===== src/rtl/fifo_rr_arbiter.sv =====
`default_nettype none
// fifo_rr_arbiter: round-robin drain of NUM_FIFOS input FIFOs into one downstream FIFO,
// with almost-full/full throttling and a sticky error freeze. Rev 1.0
module fifo_rr_arbiter #(
  parameter int NUM_FIFOS = 4,
  parameter int WORD_SIZE = 6,
  parameter int CNT_W     = 16
) (
  input  logic                           clk,
  input  logic                           reset_L,
  input  logic [NUM_FIFOS-1:0]           in_empty,
  input  logic [NUM_FIFOS-1:0]           in_error,
  input  logic [NUM_FIFOS*WORD_SIZE-1:0] in_data,
  input  logic                           out_almost_full,
  input  logic                           out_full,
  input  logic                           out_error,
  output logic [NUM_FIFOS-1:0]           in_rd,
  output logic                           out_wr,
  output logic [WORD_SIZE-1:0]           out_data,
  output logic [$clog2(NUM_FIFOS)-1:0]   grant,
  output logic [1:0]                     state,
  output logic [CNT_W-1:0]               xfer_count
);

  localparam int PTR_W = $clog2(NUM_FIFOS);

  typedef enum logic [1:0] {
    IDLE   = 2'd0,
    ACTIVE = 2'd1,
    PAUSE  = 2'd2,
    ERROR  = 2'd3
  } state_t;

  state_t               state_q, state_d;
  logic                 out_wr_q, out_wr_d;
  logic [WORD_SIZE-1:0] out_data_q, out_data_d;
  logic [PTR_W-1:0]     grant_q, grant_d;
  logic [PTR_W-1:0]     ptr_q, ptr_d;
  logic [CNT_W-1:0]     xfer_count_q, xfer_count_d;

  logic                 err_any;
  logic                 stall;
  logic [NUM_FIFOS-1:0] req;
  logic                 issue;
  logic                 found;
  logic [PTR_W-1:0]     sel;
  logic [PTR_W-1:0]     idx;

  always_comb begin
    err_any = (|in_error) | out_error;
    stall   = out_almost_full | out_full;
    req     = ~in_empty;
    issue   = (state_q != ERROR) && !err_any && !stall && (req != '0);

    // Scan starting at the pointer; index arithmetic wraps because NUM_FIFOS is a power of 2.
    sel   = ptr_q;
    found = 1'b0;
    idx   = '0;
    for (int k = 0; k < NUM_FIFOS; k++) begin
      idx = ptr_q + PTR_W'(k);
      if (!found && req[idx]) begin
        sel   = idx;
        found = 1'b1;
      end
    end

    in_rd = '0;
    if (issue && reset_L) begin
      in_rd[sel] = 1'b1;
    end

    out_wr_d     = issue;
    out_data_d   = out_data_q;
    grant_d      = grant_q;
    ptr_d        = ptr_q;
    xfer_count_d = xfer_count_q;
    if (issue) begin
      out_data_d   = in_data[sel*WORD_SIZE +: WORD_SIZE];
      grant_d      = sel;
      ptr_d        = sel + PTR_W'(1);
      xfer_count_d = xfer_count_q + CNT_W'(1);
    end

    if (err_any || state_q == ERROR) begin
      state_d = ERROR;
    end else if (stall && (req != '0)) begin
      state_d = PAUSE;
    end else if (issue) begin
      state_d = ACTIVE;
    end else begin
      state_d = IDLE;
    end
  end

  always_ff @(posedge clk or negedge reset_L) begin
    if (!reset_L) begin
      state_q      <= IDLE;
      out_wr_q     <= 1'b0;
      out_data_q   <= '0;
      grant_q      <= '0;
      ptr_q        <= '0;
      xfer_count_q <= '0;
    end else begin
      state_q      <= state_d;
      out_wr_q     <= out_wr_d;
      out_data_q   <= out_data_d;
      grant_q      <= grant_d;
      ptr_q        <= ptr_d;
      xfer_count_q <= xfer_count_d;
    end
  end

  assign out_wr     = out_wr_q;
  assign out_data   = out_data_q;
  assign grant      = grant_q;
  assign state      = state_q;
  assign xfer_count = xfer_count_q;

endmodule
`default_nettype wire


===== config.mk =====
export PLATFORM = sky130hd
export DESIGN_NAME = fifo_rr_arbiter
export DESIGN_NICKNAME = d
export VERILOG_FILES = /design/src/rtl/fifo_rr_arbiter.sv
export SDC_FILE = /design/constraint.sdc
export NUM_CORES = 1
export LEC_CHECK = 0
export ABC_AREA = 0
export CAP_MARGIN = 20
export CELL_PAD_IN_SITES_DETAIL_PLACEMENT = 0
export CELL_PAD_IN_SITES_GLOBAL_PLACEMENT = 1
export CORE_ASPECT_RATIO = 1.4
export CORE_MARGIN = 1.5
export CORE_UTILIZATION = 28
export DETAILED_ROUTE_END_ITERATION = 12
export PLACE_DENSITY = 0.76
export SLEW_MARGIN = 30
export SYNTH_ARGS = -nofsm -noshare
export SYNTH_HDL_FRONTEND = slang
export SYNTH_SLANG_ARGS = --single-unit
export TNS_END_PERCENT = 1

===== constraint.sdc =====
create_clock -name clk -period 1.86 [get_ports clk]
set_clock_uncertainty 0.15 [all_clocks]
set_input_delay 0.186 -clock clk [delete_from_list [all_inputs] [get_ports clk]]
set_output_delay 0.186 -clock clk [all_outputs]
set_load 0.005 [all_outputs]

==> results.cfg, run 1 <==
[status]
violations = setup timing
status = finished, violations left

[cts]
cts_tree = yes
cts.path.max_buffers = 2
cts_made_buffers = 5
clock_latency_ns = 0.28
cts_htree_levels = 2
clk_pin_slew_ns = 0.06
clock-sinks = 29
cts-root-buf = clkbuf_8

[die]
core_area_um2 = 5610
rows = 32
dieHeight_um = 93.7
io_pins = 68
die-area_um2 = 6360
initial_core_util = 0.294
dieWidth_um = 67.8

[final_layout]
final_cells = 336
drive_gt1_frac = 0.272
antenna_cells = 0
fin_util = 0.489
final_nets = 305
fillers = 562
area_growth_pct = 66.3

[synthesis]
netlist_area_um2 = 1650
synth.avg_cell_area_um2 = 9.86
synthCells = 167
yosys.area.top_type = dfrtp_1
seq_area_frac_synth = 0.441
ys_ff_latch = 29
synth_area_leaders = dfrtp_1 (44%), xnor2_1 (6.4%), nand2_1 (4.1%)
syn_nets = 205
synth_top_area_frac = 0.441
synthArstFlopShare = 1.00
synth.distinct_cells = 38
ys.flop_type = dfrtp_1
synth_edf_count = 0
ys_top_cells_by_count = dfrtp_1 (29), nand2_1 (18), nor2_1 (13)
yosys_warnings = 0
synth.most_common_cell = dfrtp_1

[global_route]
use_met1 = 0.185
grtUsageMet3 = 0.0300
overflow = 0
antenna_found_initial = 0
grt_pass1_wl_mm = 7.22
grt_usage = 0.150
grt_util_met2 = 0.253
grt_max_degree = 28
top_usage_layer = met2
grt_pass1_vias = 1542

[route]
route.detailed.drc = 0
drt_first_pass_iters = 4
ant_nets = 0
via_per_inst = 4.90
routed_wl_mm = 4.66
wl_per_cell_um = 13.9
drtIter0Drc = 136
vias = 1645

[worst_setup_path]
crit_fanout = 8
r2r_setup_slack_ns = -0.03
crit_chain = o21a_1 > a32oi_2 > buf_4 > nor2b_1 > buf_2
cp-end-kind = primary output
arrival_ns = 1.62
crit_type = reg -> out
ff2ff_path_depth = 9
critPathSlowestCell = dfrtp_2
cpPeakStageDelay_ns = 0.47
cp-start-kind = flop
cp.required_ns = 1.52
reg2reg_to = out_data[0]$_DFFE_PN0P_
rr_startpoint = ptr_q[1]$_DFFE_PN0P_

[flow_run]
maxCapViolCount = 0

[pwr]
p_clk_frac = 0.366
ir_worst_vdd_mv = 0.232
power.switching_mw = 0.317
power_frac_seq = 0.475
internal-power_mw = 1.02
switching_share = 0.238
power.leakage_nw = 1.17
p_comb_frac = 0.159
p_per_area_nw_per_um2 = 487

[timing]
setup_viol_count_final = 6
rsz0062_at_grt = true
fmax_mhz = 512
timing.final.crit_share = 1.05
fin_crit_ns = 1.95
fin_tns_setup_ns = -0.276
setup_slack_ns = -0.0943
maxSlewHeadroom = 0.772
slew_viol_final = 0
worstMarginPinSlew_ns = 0.342
final_hold_viol_count = 0

[min_path]
holdCritPathClass = in -> async

[placement]
dpl.hpwl_mm = 3.53
gp_congestion = 0.799
io_buffers = 67
dp.cells = 319
[layout make-up]
cell class | count | area, um2 | share of cell area
clock inverter | 2 | 10.0 | 0.00365
clock buffer | 6 | 72.6 | 0.0265
sequential | 29 | 728 | 0.266
multi-input combinational | 127 | 910 | 0.332
timing repair buffer | 103 | 927 | 0.339
inverter | 1 | 6.26 | 0.00228
tap | 68 | 85.1 | 0.0311
[sequential cells by signal, summed over array words and instances (netlist names)]
| signal | count |
|---|---|
| state | 2 |
| grant | 2 |
| ptr_q | 2 |
| xfer_count | 16 |
| out_wr | 1 |
| out_data | 6 |
[routing by layer]
metal / vias to the layer above / share of wire
met2: 53 / 0.51
met4: 0 / 0.019
met3: 8 / 0.051
met1: 783 / 0.42
met5: - / 0
li1: 801 / -
[worst max-delay path by stage]
stage	cells after the start	to	slack (ns)	from
detailed placement	8	in_rd[0]	-0.64	in_error[1]
global placement	8	in_rd[0]	-0.62	in_error[1]
global route	5	in_rd[0]	-0.17	ptr_q[1]$_DFFE_PN0P_
finish	5	in_rd[0]	-0.09	ptr_q[0]$_DFFE_PN0P_
floorplan	7	out_data[3]$_DFFE_PN0P_	0.08	ptr_q[0]$_DFFE_PN0P_
CTS	5	in_rd[0]	-0.14	ptr_q[0]$_DFFE_PN0P_
[through the flow]
step / worst slack [ns] / instance area (um2) / total power [mW] / hold WS (ns)
after CTS: -0.141 / 2710 / 1.34 / 0.213
after global routing: -0.173 / 2740 / 1.40 / 0.221
after floorplan: 0.0792 / 1650 / 0.708 / -0.260
after global placement: -0.621 / 2540 / 0.836 / 0.310
after detailed placement: -0.641 / 2540 / 0.837 / 0.326
final: -0.0943 / 2740 / 1.33 / 0.216
[critical path: cells and delay by family, from the launching register on]
kind / cells / cell delay [ns]
buf+inv: 2 / 0.28
flops: 1 / 0.47
compound gates: 2 / 0.47
simple gates: 1 / 0.11
[placed cells by master (no fill, tap or decap), drive strengths merged, types with 4 or more instances in the layout]
cell type,synthesis,layout
clkdlybuf4s50,0,55
dfrtp,29,29
dlygate4sd2,0,6
clkbuf,1,7
nand3,10,10
nor2,14,14
xnor2,12,12
o21a,4,4
nand4,7,7
a21o,4,4
o21ai,13,13
nand2,18,18
nand3b,4,4
mux2,4,4
o221ai,5,5
buf,9,39
nand2b,4,4
[power groups by stage]
stage,combinational (mW),sequential [mW],clock [mW]
after floorplan,0.0633,0.645,0
after global placement,0.191,0.645,0
after detailed placement,0.192,0.645,0
after CTS,0.210,0.634,0.501
after global routing,0.229,0.633,0.536
final,0.212,0.634,0.488
[logic make-up (layout without fill, tap and decap cells)]
family / after synthesis / count (layout) / synth area share
AO/OA/AOI/OAI: 36 / 36 / 0.160
XOR/XNOR: 15 / 15 / 0.0798
AND/OR/NAND/NOR: 71 / 71 / 0.241
adder cells (fa/ha/maj): 1 / 1 / 0.00760
buffers and inverters: 11 / 112 / 0.0441
flip-flops: 29 / 29 / 0.441
multiplexers: 4 / 4 / 0.0274
[timing repair]
item | 4_1_cts | 5_1_grt
resized for setup | 30 | 12
gates cloned | 1 | 0
setup endpoints to repair | 15 | 9
setup buffers | 7 | 1
pin swaps | 8 | 6
hold buffers | 0 | 0
Power figures use the tool's default switching activity.
==> run 2: changes to the inputs <==
- CORE_ASPECT_RATIO: 1.4 -> default
- CORE_UTILIZATION: 28 -> 34
- MAX_ROUTING_LAYER: default -> met4
- PLACE_DENSITY: 0.76 -> 0.86
- clock period: 1.86 -> 2.5 ns (I/O delays scaled with it)
==> run 2 against run 1 <==
Critical path type is now in -> out. Final area down 5.4%. Total power is 27% lower. Via count shrank 5.7%. Register-to-register slack better by 0.50 ns. Core utilization rose by 6.4 points. Flip-flop and latch count unchanged. Largest power group unchanged. Non-clock buffer count fell by 14. Worst setup slack better by 0.13 ns. Sequential power down 26%. Global-route usage rose by 2.7 points. Wire length down 13%. Cell count decreased by 8.3%. Highest routed layer unchanged. The run now ends clean.
==> results.cfg, run 2 (synthesis gave the netlist of run 1 again) <==
[route]
wl_met2_mm = 1.87
drt_first_pass_iters = 4
via_per_inst = 5.04
routed_wl_mm = 4.07
vias = 1551
wl_met3_um = 365
route.detailed.drc = 0
wl_per_cell_um = 13.2
ant_nets = 0
highest_layer = met4
drtIter0Drc = 60
wl_met1_mm = 1.82

[worst_setup_path]
worst_setup_path_startpoint = in_error[1]
crit_chain = clkdlybuf4s50_1 > nor4_4 > and2_4 > nand2b_4 > inv_2 > nand3_2 > nor2_1 > clkdlybuf4s50_1
cpPeakStageDelay_ns = 0.50
critPathSlowestCell = clkdlybuf4s50_1
crit_family = buffers and inverters
cp-start-kind = input port
crit_fanout = 4
crit_type = in -> out
rr_startpoint = ptr_q[1]$_DFFE_PN0P_
path_depth = 8
cp-end-kind = primary output
r2r_setup_slack_ns = 0.47
path_buf_inv = 3
critPathCapture = in_rd[2]
ff2ff_path_depth = 7
reg2reg_to = out_data[1]$_DFFE_PN0P_
cp.required_ns = 2.10
arrival_ns = 2.06
path_common_cell = clkdlybuf4s50_1

[global_route]
grt_max_degree = 22
overflow = 0
antenna_found_initial = 0
grt_pass1_vias = 1540
grt_usage = 0.177
grt_pass1_wl_mm = 6.99

[cts]
clock-sinks = 29
cts.path.max_buffers = 2
clk_pin_slew_ns = 0.06
cts_made_buffers = 5
cts-root-buf = clkbuf_8
cts_tree = yes
cts_hold_buf = 0
cts_htree_levels = 2
clock_latency_ns = 0.28

[placement]
dpl.hpwl_mm = 3.16
dp_slack_ns = -0.124
gp_congestion = 0.807
dp.cells = 299
placed_cell_area_um2 = 2470
io_buffers = 67

[die]
initial_core_util = 0.351
die-area_um2 = 5270
core_area_um2 = 4690
io_pins = 68
dieWidth_um = 72.6
rows = 25
dieHeight_um = 72.6

[final_layout]
final_cells = 308
final_cell_mix = clkdlybuf4s50_1 (64), dfrtp_1 (28), buf_4 (22)
multi_input_area_um2 = 871
largest_register_ffs = 16
regArea_um2 = 727
drive_gt1_frac = 0.185
area_growth_pct = 57.4
layout_commonest_cell = clkdlybuf4s50_1
final_nets = 291
fillers = 433
antenna_cells = 0
fin_area_um2 = 2590

[flow_run]
maxCapViolCount = 0

[timing]
setup_viol_count_final = 0
fmax_mhz = 406
setup_slack_ns = 0.0386
rsz0062_at_grt = true
fin_crit_ns = 2.46
timing.final.crit_share = 0.985
maxSlewHeadroom = 0.722
slew_viol_final = 0
hold_ws_ns = 0.0740
final_hold_viol_count = 0
worstMarginPinSlew_ns = 0.414

[min_path]
holdCritPathClass = in -> async

[pwr]
p_per_area_nw_per_um2 = 375
power_mw = 0.971
power.leakage_nw = 1.11
ir_worst_vdd_mv = 0.195

[status]
status = complete, no violations
run 2: cell types whose count changed in the layout (fill, tap and decap cells not counted), sizes merged:
cell and change:
clkdlybuf4s50 +9, buf -17, dlygate4sd2 -5, clkbuf -1
run 2: where the power goes:
part / leakage, nW / internal (mW) / switching, mW / total, mW
registers: 0.393 / 0.470 / 0.00113 / 0.472
clock network: 0.0450 / 0.192 / 0.168 / 0.360
logic: 0.674 / 0.0855 / 0.0536 / 0.139
total: 1.11 / 0.748 / 0.223 / 0.971
run 2: area by class of cell:
cell class,count,area share
repair buffers,89,0.324
inverters,1,0.00145
flip-flops and latches,29,0.281
multi-input cells,127,0.336
clock inverters,2,0.00386
clock buffers,6,0.0280
well taps,54,0.0261
run 2: worst register-to-register path, delay by kind of cell (launching register included):
family	cells	cell delay, ns
AO/OA/AOI/OAI	2	0.35
AND/OR/NAND/NOR	2	0.18
flip-flops	1	0.48
multiplexers	1	0.35
buffers and inverters	2	0.41
run 2: layer usage:
| metal | up-vias | GRT usage |
|---|---|---|
| li1 | 775 | - |
| met1 | 705 | 0.225 |
| met2 | 69 | 0.269 |
| met3 | 2 | 0.0649 |
| met4 | 0 | 0.0398 |
| met5 | - | - |
run 2: worst min-delay path by stage:
stage	endpoint	depth (start not counted)	startpoint	slack (ns)
2_1_floorplan	grant[0]$_DFFE_PN0P_	0	reset_L	-0.20
3_3_place_gp	xfer_count[15]$_DFFE_PN0P_	1	xfer_count[15]$_DFFE_PN0P_	0.31
3_5_place_dp	xfer_count[15]$_DFFE_PN0P_	1	xfer_count[15]$_DFFE_PN0P_	0.32
4_1_cts	ptr_q[1]$_DFFE_PN0P_	1	reset_L	0.06
5_1_grt	ptr_q[1]$_DFFE_PN0P_	1	reset_L	0.1
6_report	ptr_q[1]$_DFFE_PN0P_	1	reset_L	0.07
run 2: timing repair:
item                                    4_1_cts  5_1_grt
setup buffers                                 0        1
pin swaps                                     2        4
endpoints found under the setup margin        4        3
gates resized for setup                       6        2
run 2: through the flow:
step	TNS (ns)	utilization
CTS	0	0.550
detailed placement	-0.345	0.527
finish	0	0.552
floorplan	0	-
global placement	-0.202	0.527
global route	-0.0792	0.552
==> run 3: changes to the inputs <==
- ABC_AREA: 0 -> 1
- CORE_UTILIZATION: 34 -> 33
- PLACE_DENSITY: 0.86 -> 0.85
==> run 3 against run 2 <==
Flip-flop and latch count did not move. Largest cell class unchanged. Fmax grew 1.7%. Critical path depth is 3 higher. Critical endpoint unchanged. Count of clock-buffer cells in the layout rose by 1. Sequential share of layout area fell by 3.4 points. Synthesized cell count grew 65%. Non-clock buffer count grew 4. Critical path type is now reg -> out. Area after synthesis increased by 17%.
==> results.cfg, run 3 <==
[final_layout]
final_cell_mix = nand2_1 (113), clkdlybuf4s50_1 (63), nand3_1 (40)
fin_area_um2 = 2950
drive_gt1_frac = 0.179
largest_register_ffs = 16
area_growth_pct = 53.4
layout_commonest_cell = nand2_1
final_nets = 406
antenna_cells = 0
fin_util = 0.530

[worst_setup_path]
cp-end-kind = primary output
crit_fanout = 7
path_buf_inv = 2
arrival_ns = 2.02
cpPeakStageDelay_ns = 0.46
crit_chain = buf_4 > nand2_1 > nand2_2 > nand2_2 > nand2_4 > nor2_8 > nand3_1 > nand3_1 > nand2_2 > nor3_1 > clkbuf_2
ff2ff_path_depth = 17
cp-start-kind = flop
path_common_cell = nand2_2
critPathSlowestCell = dfrtp_2
path_depth = 11
crit_type = reg -> out
cp.required_ns = 2.10
crit_family = simple AND/OR/NAND/NOR gates

[die]
io_pins = 68
die-area_um2 = 6300
core_area_um2 = 5570
dieHeight_um = 79.4
dieWidth_um = 79.4
rows = 27
initial_core_util = 0.345

[synthesis]
ys_ff_latch = 29
syn_nets = 314
synthCells = 276
yosys_warnings = 0
synth.most_common_cell = nand2_1
synth_area_leaders = dfrtp_1 (38%), nand2_1 (24%), nand3_1 (11%)
yosys.area.top_type = dfrtp_1
synth.distinct_cells = 25
ys.flop_type = dfrtp_1
synth.avg_cell_area_um2 = 6.98
seq_area_frac_synth = 0.377
synth_edf_count = 0
ys_top_cells_by_count = nand2_1 (121), nand3_1 (41), dfrtp_1 (29)
synthArstFlopShare = 1.00
synth_top_area_frac = 0.377
netlist_area_um2 = 1930

[pwr]
p_per_area_nw_per_um2 = 349
ir_worst_vdd_mv = 0.158
power.leakage_nw = 1.47

[placement]
placed_cell_area_um2 = 2810
gp_congestion = 0.805
io_buffers = 67
dpl.hpwl_mm = 3.92

[cts]
cts-root-buf = clkbuf_8
cts_tree = yes
cts_made_buffers = 5
cts_htree_levels = 2
clock_latency_ns = 0.27
cts_hold_buf = 0
clock-sinks = 29
cts.path.max_buffers = 2
clk_pin_slew_ns = 0.06

[global_route]
grt_pass1_vias = 1929
overflow = 0
grt_max_degree = 30
antenna_found_initial = 0
grt_pass1_wl_mm = 8.70
grt_usage = 0.179

[timing]
fin_crit_ns = 2.42
worstMarginPinSlew_ns = 0.365
fmax_mhz = 413
rsz0062_at_grt = true
setup_viol_count_final = 0
final_hold_viol_count = 0
slew_viol_final = 0
maxSlewHeadroom = 0.757
timing.final.crit_share = 0.968

[route]
via_per_inst = 4.69
route.detailed.drc = 0
drtIter0Drc = 91
routed_wl_mm = 5.28
ant_nets = 0
drt_first_pass_iters = 4
wl_per_cell_um = 12.0
vias = 2063

[flow_run]
maxCapViolCount = 0

[min_path]
holdCritPathClass = in -> async

[status]
status = complete, no violations
run 3: cell count changes after synthesis, moves of 5 or more:
cell	change
nand2_1	+103
nand3_1	+31
inv_1	+13
nand2_2	+8
xnor2_1	-6
xor2_1	+6
o21ai_0	-5
o221ai_1	-5
run 3: per-stage QoR:
stage | TNS (ns) | worst slack, ns | total power, mW | std cells | hold WS, ns
final | 0 | 0.0789 | 1.03 | 440 | 0.299
after CTS | 0 | 0.00204 | 1.03 | 437 | 0.310
after floorplan | 0 | 0.577 | 0.556 | 276 | -0.196
after global routing | -0.152 | -0.0484 | 1.09 | 440 | 0.319
after global placement | -0.773 | -0.217 | 0.649 | 430 | 0.310
after detailed placement | -0.827 | -0.225 | 0.650 | 430 | 0.315
run 3: cell type report:
class | count | area [um2]
inverter | 16 | 65.1
clock buffer | 7 | 86.3
tap | 72 | 90.1
fill | 571 | 2620
multi-input combinational | 223 | 1140
timing repair buffer | 93 | 846
sequential | 29 | 727
run 3: logic make-up after synthesis:
logic type	count (synthesis)	share of synthesized area
AOI/OAI and AO/OA	5	0.0143
and+or+nand+nor	202	0.476
DFF	29	0.377
xor gates and xnor gates	15	0.0682
adders and majority gates	1	0.00650
buffers and inverters	24	0.0585
run 3: final timing paths:
check	from	slack (ns)	end
max in group asynchronous	reset_L	1.61	ptr_q[0]$_DFFE_PN0P_
worst min register to register	xfer_count[15]$_DFFE_PN0P_	0.32	xfer_count[15]$_DFFE_PN0P_
worst min-delay path	reset_L	0.30	state[0]$_DFF_PN0_
min in group clk	xfer_count[15]$_DFFE_PN0P_	0.32	xfer_count[15]$_DFFE_PN0P_
worst max-delay path	ptr_q[0]$_DFFE_PN0P_	0.08	in_rd[2]
worst max register to register	ptr_q[0]$_DFFE_PN0P_	0.28	out_data[5]$_DFFE_PN0P_
run 3: worst reg2reg max path: cells and delay by family, from the launching register on:
| family | cells | cell delay (ns) |
|---|---|---|
| flops | 1 | 0.46 |
| simple gates | 14 | 1.06 |
| buf+inv | 3 | 0.44 |
run 3: per-layer routing:
metal	vias to the layer above	track usage	share of wire
met1	932	0.229	0.47
li1	1066	-	-
met5	-	-	0
met2	63	0.287	0.48
met3	2	0.0457	0.050
met4	0	0.0386	0.0059
run 3: timing repair:
action                                  4_1_cts  5_1_grt
gates resized for setup                       9       21
pin swaps                                     1        7
endpoints found under the setup margin        4        4
setup buffers                                 0        3
run 3: where the power goes:
| part | switching, mW | leakage, nW | total [mW] | internal [mW] |
|---|---|---|---|---|
| combinational | 0.0882 | 1.06 | 0.184 | 0.0955 |
| clock | 0.160 | 0.0443 | 0.377 | 0.218 |
| sequential | 0 | 0.374 | 0.470 | 0.470 |
